<file path="src/rtl/uart_rx_pkg.sv">
// Shared types and constants for the UART receive path.
package uart_rx_pkg;

    localparam int unsigned UART_DATA_BITS = 8;

    typedef logic                        bit_t;
    typedef logic [UART_DATA_BITS-1:0]   fifo_in;

    typedef enum logic [2:0] {
        IDLE      = 3'd0,
        START     = 3'd1,
        DATA      = 3'd2,
        STOP      = 3'd3,
        WAIT_HIGH = 3'd4
    } uart_rx_state_e;

endpackage

</file>
<file path="src/rtl/sync_2ff.sv">
// Generic two-flop synchronizer for a single asynchronous bit.
module sync_2ff
    import uart_rx_pkg::*;
#(
    parameter bit_t RESET_VAL = 1'b0
) (
    input  logic clk,
    input  logic reset,
    input  bit_t d,
    output bit_t q
);

    bit_t meta;

    // Two-stage capture; both stages come out of reset at RESET_VAL.
    always_ff @(posedge clk or posedge reset) begin
        if (reset) begin
            meta <= RESET_VAL;
            q    <= RESET_VAL;
        end else begin
            meta <= d;
            q    <= meta;
        end
    end

endmodule

</file>
<file path="src/rtl/uart_rx.sv">
// 8N1 UART receiver: oversampled framing, single-cycle FIFO push,
// framing-error and overrun pulses.
module uart_rx
    import uart_rx_pkg::*;
#(
    parameter int unsigned CLKS_PER_BIT = 16
) (
    input  logic                      clk,
    input  logic                      reset,
    input  logic                      rx,
    input  logic                      full,
    output logic [UART_DATA_BITS-1:0] datainput,
    output logic                      push,
    output logic                      frame_err,
    output logic                      overrun,
    output logic                      busy
);

    localparam int unsigned CNT_W = $clog2(CLKS_PER_BIT);
    localparam int unsigned HALF  = CLKS_PER_BIT / 2;

    localparam logic [CNT_W-1:0] CNT_HALF_LAST = CNT_W'(HALF - 1);
    localparam logic [CNT_W-1:0] CNT_BIT_LAST  = CNT_W'(CLKS_PER_BIT - 1);

    localparam logic [2:0] S_IDLE      = 3'd0;
    localparam logic [2:0] S_START     = 3'd1;
    localparam logic [2:0] S_DATA      = 3'd2;
    localparam logic [2:0] S_STOP      = 3'd3;
    localparam logic [2:0] S_WAIT_HIGH = 3'd4;

    logic                      rx_s;
    logic [2:0]                state, state_nx;
    logic [CNT_W-1:0]          cnt, cnt_nx;
    logic [2:0]                idx, idx_nx;
    logic [UART_DATA_BITS-1:0] sh, sh_nx;
    logic [UART_DATA_BITS-1:0] data_nx;
    logic                      push_nx, frame_err_nx, overrun_nx, busy_nx;

    // Line idles high, so the synchronizer resets to 1 to avoid a false start.
    sync_2ff #(.RESET_VAL(1'b1)) u_sync (
        .clk   (clk),
        .reset (reset),
        .d     (rx),
        .q     (rx_s)
    );

    // State, counters, shift register and registered outputs.
    always_ff @(posedge clk or posedge reset) begin
        if (reset) begin
            state     <= S_IDLE;
            cnt       <= '0;
            idx       <= '0;
            sh        <= '0;
            datainput <= '0;
            push      <= 1'b0;
            frame_err <= 1'b0;
            overrun   <= 1'b0;
            busy      <= 1'b0;
        end else begin
            state     <= state_nx;
            cnt       <= cnt_nx;
            idx       <= idx_nx;
            sh        <= sh_nx;
            datainput <= data_nx;
            push      <= push_nx;
            frame_err <= frame_err_nx;
            overrun   <= overrun_nx;
            busy      <= busy_nx;
        end
    end

    // Next-state and next-output decode for the framing FSM.
    always_comb begin
        state_nx     = state;
        cnt_nx       = cnt;
        idx_nx       = idx;
        sh_nx        = sh;
        data_nx      = datainput;
        push_nx      = 1'b0;
        frame_err_nx = 1'b0;
        overrun_nx   = 1'b0;

        case (state)
            S_IDLE: begin
                if (!rx_s) begin
                    state_nx = S_START;
                    cnt_nx   = '0;
                end
            end
            S_START: begin
                if (cnt == CNT_HALF_LAST) begin
                    cnt_nx = '0;
                    idx_nx = '0;
                    // A start bit that is high again by mid-bit was a glitch.
                    state_nx = rx_s ? S_IDLE : S_DATA;
                end else begin
                    cnt_nx = CNT_W'(cnt + 1'b1);
                end
            end
            S_DATA: begin
                if (cnt == CNT_BIT_LAST) begin
                    sh_nx[idx] = rx_s;
                    cnt_nx     = '0;
                    idx_nx     = 3'(idx + 1'b1);
                    if (idx == 3'd7) begin
                        state_nx = S_STOP;
                    end
                end else begin
                    cnt_nx = CNT_W'(cnt + 1'b1);
                end
            end
            S_STOP: begin
                if (cnt == CNT_BIT_LAST) begin
                    cnt_nx = '0;
                    if (rx_s) begin
                        state_nx = S_IDLE;
                        if (full) begin
                            overrun_nx = 1'b1;
                        end else begin
                            push_nx = 1'b1;
                            data_nx = sh;
                        end
                    end else begin
                        frame_err_nx = 1'b1;
                        state_nx     = S_WAIT_HIGH;
                    end
                end else begin
                    cnt_nx = CNT_W'(cnt + 1'b1);
                end
            end
            S_WAIT_HIGH: begin
                // Hold off after a framing error until the line is released.
                if (rx_s) begin
                    state_nx = S_IDLE;
                end
            end
            default: begin
                state_nx = S_IDLE;
            end
        endcase

        busy_nx = (state_nx != S_IDLE);
    end

endmodule

</file>
<file path="config.mk">
export PLATFORM = sky130hd
export DESIGN_NAME = uart_rx
export DESIGN_NICKNAME = d
export VERILOG_FILES = /design/src/rtl/uart_rx_pkg.sv /design/src/rtl/sync_2ff.sv /design/src/rtl/uart_rx.sv
export SDC_FILE = /design/constraint.sdc
export NUM_CORES = 1
export LEC_CHECK = 0
export CAP_MARGIN = 15
export CORE_ASPECT_RATIO = 1.1
export CORE_MARGIN = 2
export CORE_UTILIZATION = 49
export DETAILED_ROUTE_END_ITERATION = 7
export PLACE_DENSITY = 0.84
export RECOVER_POWER = 50
export SYNTH_ARGS = -nofsm -noshare
export SYNTH_HDL_FRONTEND = slang
export SYNTH_SLANG_ARGS = --single-unit
</file>
<file path="constraint.sdc">
create_clock -name clk -period 1.7 [get_ports clk]
set_input_delay 0.17 -clock clk [delete_from_list [all_inputs] [get_ports clk]]
set_output_delay 0.17 -clock clk [all_outputs]
set_load 0.03 [all_outputs]
</file>
After elaboration in Yosys (flattened, before gate mapping)
Index checks and enable logic that the tools add are counted.
{"block": "word_totals", "register_bits": 32}
{"block": "op_classes", "reduce_logical": 10, "magnitude_cmp": 2, "n_bitwise": 1, "mux": 30, "eq_ne": 10, "add_sub_neg": 2}
{"cell": "$mux W3", "count": 9}
{"cell": "$pmux W3 S5", "count": 1}
{"cell": "$mux W1", "count": 12}
{"cell": "$mux W4", "count": 3}
{"cell": "$pmux W4 S3", "count": 1}
{"cell": "$bwmux W8", "count": 1}
{"cell": "$eq A3 B2 Y1 const B", "count": 2}
{"cell": "$eq A3 B3 Y1 const B", "count": 2}
{"cell": "$ne A2 B2 Y1 const B", "count": 3}
{"cell": "$pmux W3 S2", "count": 1}
{"cell": "$reduce_bool A3 Y1", "count": 2}
{"cell": "$add A4 B1 Y4 const B", "count": 1}
{"cell": "$eq A4 B3 Y1 const B", "count": 1}
{"cell": "$eq A4 B4 Y1 const B", "count": 1}
{"cell": "$lt A3 B4 Y1 const B", "count": 1}
{"cell": "$reduce_and A2 Y1", "count": 2}
{"cell": "$reduce_and A4 Y1", "count": 1}
{"cell": "$add A3 B1 Y3 const B", "count": 1}
{"cell": "$demux W1 S3", "count": 1}
{"cell": "$eq A3 B1 Y1 const B", "count": 1}
{"cell": "$ge A3 B1 Y1 const B", "count": 1}
{"cell": "$logic_not A3 Y1", "count": 1}
{"cell": "$reduce_and A3 Y1", "count": 1}
{"cell": "$mux W2", "count": 1}
{"cell": "4 further kinds", "count": 4}

Depth between registers and ports, before layout
{"block": "logic_depth", "ltp_word": 5, "mapped_depth": 6, "mapped_depth_nobuf": 6}

Cells and area by module
From an unflattened synthesis, not the netlist that was laid out.
{"block": "hier_totals", "hier_cells": 137, "area_unflattened_um2": 1572.8}
{"mod": "uart_rx", "cells_per_inst": 134, "area_each_um2": 1516.5, "seq_area_each_um2": 750.7, "instances": 1}
{"mod": "sync_2ff", "cells_per_inst": 3, "area_each_um2": 56.3, "seq_area_each_um2": 52.6, "instances": 1}

Least setup slack after synthesis
Ideal clock, no wire load.
{"block": "synth_timing", "kind": "register to register", "start": "register cnt[0]", "end": "register datainput[0]", "stages_incl_launch_ff": 6, "t_arrival_ps": 1808, "slack_ps": -233, "path_cell_list": "dfrtp_1 -> ha_1 -> nand2_1 -> or4_4 -> nor3_4 -> mux2_2"}
{"block": "synth_via", "elab_chain_cells": 2}
{"element": "from (decl)", "line": "uart_rx.sv:33", "source": "logic [CNT_W-1:0] cnt, cnt_nx;"}
{"element": "from (signal assigned)", "line": "uart_rx.sv:61", "source": "cnt <= cnt_nx;"}
{"element": "$eq A4 B4 Y1", "line": "uart_rx.sv:113", "source": "if (cnt == CNT_BIT_LAST) begin"}
{"element": "$reduce_and A4 Y1 (no line)"}
{"element": "to (signal assigned)", "line": "uart_rx.sv:64", "source": "datainput <= data_nx;"}
{"element": "to (decl)", "line": "uart_rx.sv:12", "source": "output logic [UART_DATA_BITS-1:0] datainput,"}
No other way between the ends.
A chain may end at the register's enable or synchronous reset.

Final worst setup path
{"block": "layout_timing", "start": "register cnt[1]", "end": "register datainput[7]"}
Same word-level chain as after synthesis.

==> out/metrics.yaml <==
status: "complete, but fails checks"
violations: "negative setup slack"
tightest_slew_ps: 770
synth-edff-count: 0
cp_num_buf_inv: 1
gp_congestion: 0.939
drive_above_1_share_pct: 41.1
syn_to_final_growth_pct: 39.2
cp_max_fo: 5
min_to: "u_sync.q$_DFF_PP1_"
nFillCells: 186
syn_area_per_cell_sq_um: 11.8
finalPower_mw: 2.24
finalHoldViolCount: 0
ys_seq_elements: 32
row_count: 20
via_per_inst: 5.51
final.period_utilization_pct: 105
clockBufferDepth: 2
timing.rr.start: "cnt[1]$_DFFE_PP0P_"
worst_slack_ps: -91.1
critPathTopFamily: "simple AND/OR/NAND/NOR gates"
start_util_pct: 51.5
grt_pass1_vias: 1136
powerDensity_nw_per_um2: 1140
wl_per_cell_microns: 16.4
min_period_ps: 1790
vias: 1080
rr_endpoint: "datainput[7]$_DFFE_PP0P_"
pre_cts_slack_ps: -211
final_nets: 170
skew_ps: 13.3
postSynthCellCount: 120
setup_viol: 8
hp-start: "u_sync.meta$_DFF_PP1_"
slew_headroom_pct: 48.7
n_antenna_cell: 0
synth-main-ff-cell: "dfrtp_1"
portBuffers: 15
ir_worst_vdd_uv: 927
rr_worst_depth: 6
synth_compound_area_share_pct: 7.41
utilization_pct: 71.7
dieArea_sq_um: 3340
cts.sinks: 32
synth_xor_area_share_pct: 0.618
overflow: 0
die_h_microns: 60.4
slowest_delay_ps: 430
fp.dieW_microns: 55.3
synthSimpleGateAreaFrac_pct: 13.7
cts.reportedPaths.clkPinSlew_ps: 90
hp-class: "reg -> reg"
synth_adder_area_share_pct: 2.65
end_kind: "flop"
synth_top_family_by_area: "multiplexers"
syn_area_sq_um: 1420
required_ps: 1920
place_hpwl_microns: 1930
clk_latency_ps: 340
ys_seq_area_share_pct: 56.7
numCtsBuffers: 5
ys_types: 30
rsz0062_at_grt: "true"
reg2reg_slack_ps: -90
cap_violations: 0
grtUsageTotal_pct: 20.8
drt_first_pass_iters: 6
cp.arrival_ps: 2010
worst_hold_path.num_cells: 0
crit_slowest_cell: "or4_4"
fmax_ghz: 0.558
htree_levels: 2
maxSlewViolCount: 0
seqCellArea_sq_um: 803
antenna_found_initial: 0
cts-root-buf: "clkbuf_4"
leakage_nw: 0.895
final_cell_area_sq_um: 1970
startpoint_type: "flop"
ant_nets: 0
num_io_pins: 16
ys_warn_count: 0
multiInputGateArea_sq_um: 691
drc: 0
core-area_sq_um: 2750
drtIter0Drc: 22
synth_mux_area_share_pct: 14.7
synthArstFlopShare_pct: 100
syn_nets: 127
path_cells: "ha_4 > nand2_2 > or4_4 > nor3_4 > buf_6 > mux2_4"
wl_microns: 3210
grt_start_max_net_pins: 33
grt_pass1_wl_microns: 5190
postPlaceCellArea_sq_um: 1730
tritoncts: "built"
path_class: "reg -> reg"
[through the flow]
| stage | std cells | hold WS [ps] | setup TNS, ps |
|---|---|---|---|
| final | 196 | 369 | -596 |
| after global routing | 196 | 359 | -1440 |
| after CTS | 194 | 222 | -1570 |
| after detailed placement | 181 | 356 | -1650 |
| after global placement | 181 | 346 | -1320 |
| after floorplan | 120 | 174 | -1800 |
[per-layer routing]
metal	routed length (microns)	part of all wire, %	vias to the layer above	track usage, %
met4	104	3.2	0	11.1
met5	0	0	-	0
li1	-	-	509	-
met1	1400	44	533	24.7
met3	143	4.5	12	7.25
met2	1560	49	26	34.0
[area by class of cell]
cell class | instances | share of cell area [%]
Inverter | 9 | 1.71
Sequential cell | 32 | 40.7
Timing Repair Buffer | 41 | 18.1
Clock inverter | 1 | 0.254
Tap cell | 33 | 2.09
Clock buffer | 6 | 2.09
Multi-Input combinational cell | 74 | 35.0
[report_power, final]
group / leakage, nW / internal [mW] / total, mW / switching [mW]
registers: 0.423 / 0.858 / 0.925 / 0.0670
logic: 0.443 / 0.467 / 0.923 / 0.456
clock network: 0.0281 / 0.152 / 0.396 / 0.244
[Yosys cell counts (2+ instances only)]
cell	count	area share [%]
a21oi_1	3	1.1
a31oi_1	2	0.88
buf_2	3	1.1
dfrtp_1	30	53
dfstp_2	2	3.7
ha_1	3	2.6
inv_1	9	2.4
mux2_2	15	12
mux2i_1	4	2.8
nand2_1	9	2.4
nand3_1	4	1.4
nor2_1	5	1.3
nor3_1	7	2.5
o21ai_0	6	2.1
o31ai_1	2	1.1
or3_1	2	0.88
[what timing repair did]
item | 4_1_cts | 5_1_grt
hold buffers | 0 | 0
setup buffers | 5 | 4
pin swaps | 5 | 9
gates cloned | 1 | 0
resized for setup | 21 | 15
endpoints found under the setup margin | 11 | 15
[flip-flops by register name, summed over array words and instances (netlist names), 3 cells and up]
signal	count
datainput	8
sh	8
idx	3
state	3
cnt	4
[worst max-delay path by stage]
stage | start | endpoint | cells after the start
finish | cnt[1]$_DFFE_PP0P_ | datainput[7]$_DFFE_PP0P_ | 6
global route | cnt[0]$_DFFE_PP0P_ | datainput[1]$_DFFE_PP0P_ | 6
CTS | cnt[1]$_DFFE_PP0P_ | datainput[7]$_DFFE_PP0P_ | 7
detailed placement | cnt[0]$_DFFE_PP0P_ | datainput[4]$_DFFE_PP0P_ | 6
global placement | cnt[0]$_DFFE_PP0P_ | datainput[0]$_DFFE_PP0P_ | 6
floorplan | cnt[0]$_DFFE_PP0P_ | datainput[0]$_DFFE_PP0P_ | 5
[kinds of logic after synthesis]
| kind of cell | Yosys count |
|---|---|
| buffers and inverters | 14 |
| AO/OA/AOI/OAI | 17 |
| adder cells (fa/ha/maj) | 3 |
| XOR/XNOR | 1 |
| flip-flops | 32 |
| multiplexers | 19 |
| AND/OR/NAND/NOR | 34 |
[cells in the final DEF, fill, tap and decap left out, types with 2 or more instances in the layout]
cell / n
dfrtp_1: 30
buf_4: 21
clkdlybuf4s50_1: 13
mux2_4: 10
inv_1: 9
nand2_1: 6
nor2_1: 5
o21ai_0: 5
mux2_2: 5
clkbuf_4: 5
nor3_1: 4
mux2i_1: 4
buf_6: 4
a21oi_1: 3
nor3_4: 3
nand2_2: 2
nand3_1: 2
nand3_4: 2
or3_1: 2
o31ai_1: 2
a31oi_1: 2
ha_2: 2
dlygate4sd3_1: 2
dfstp_2: 2
Note: power is estimated with default switching activity, not from simulation.
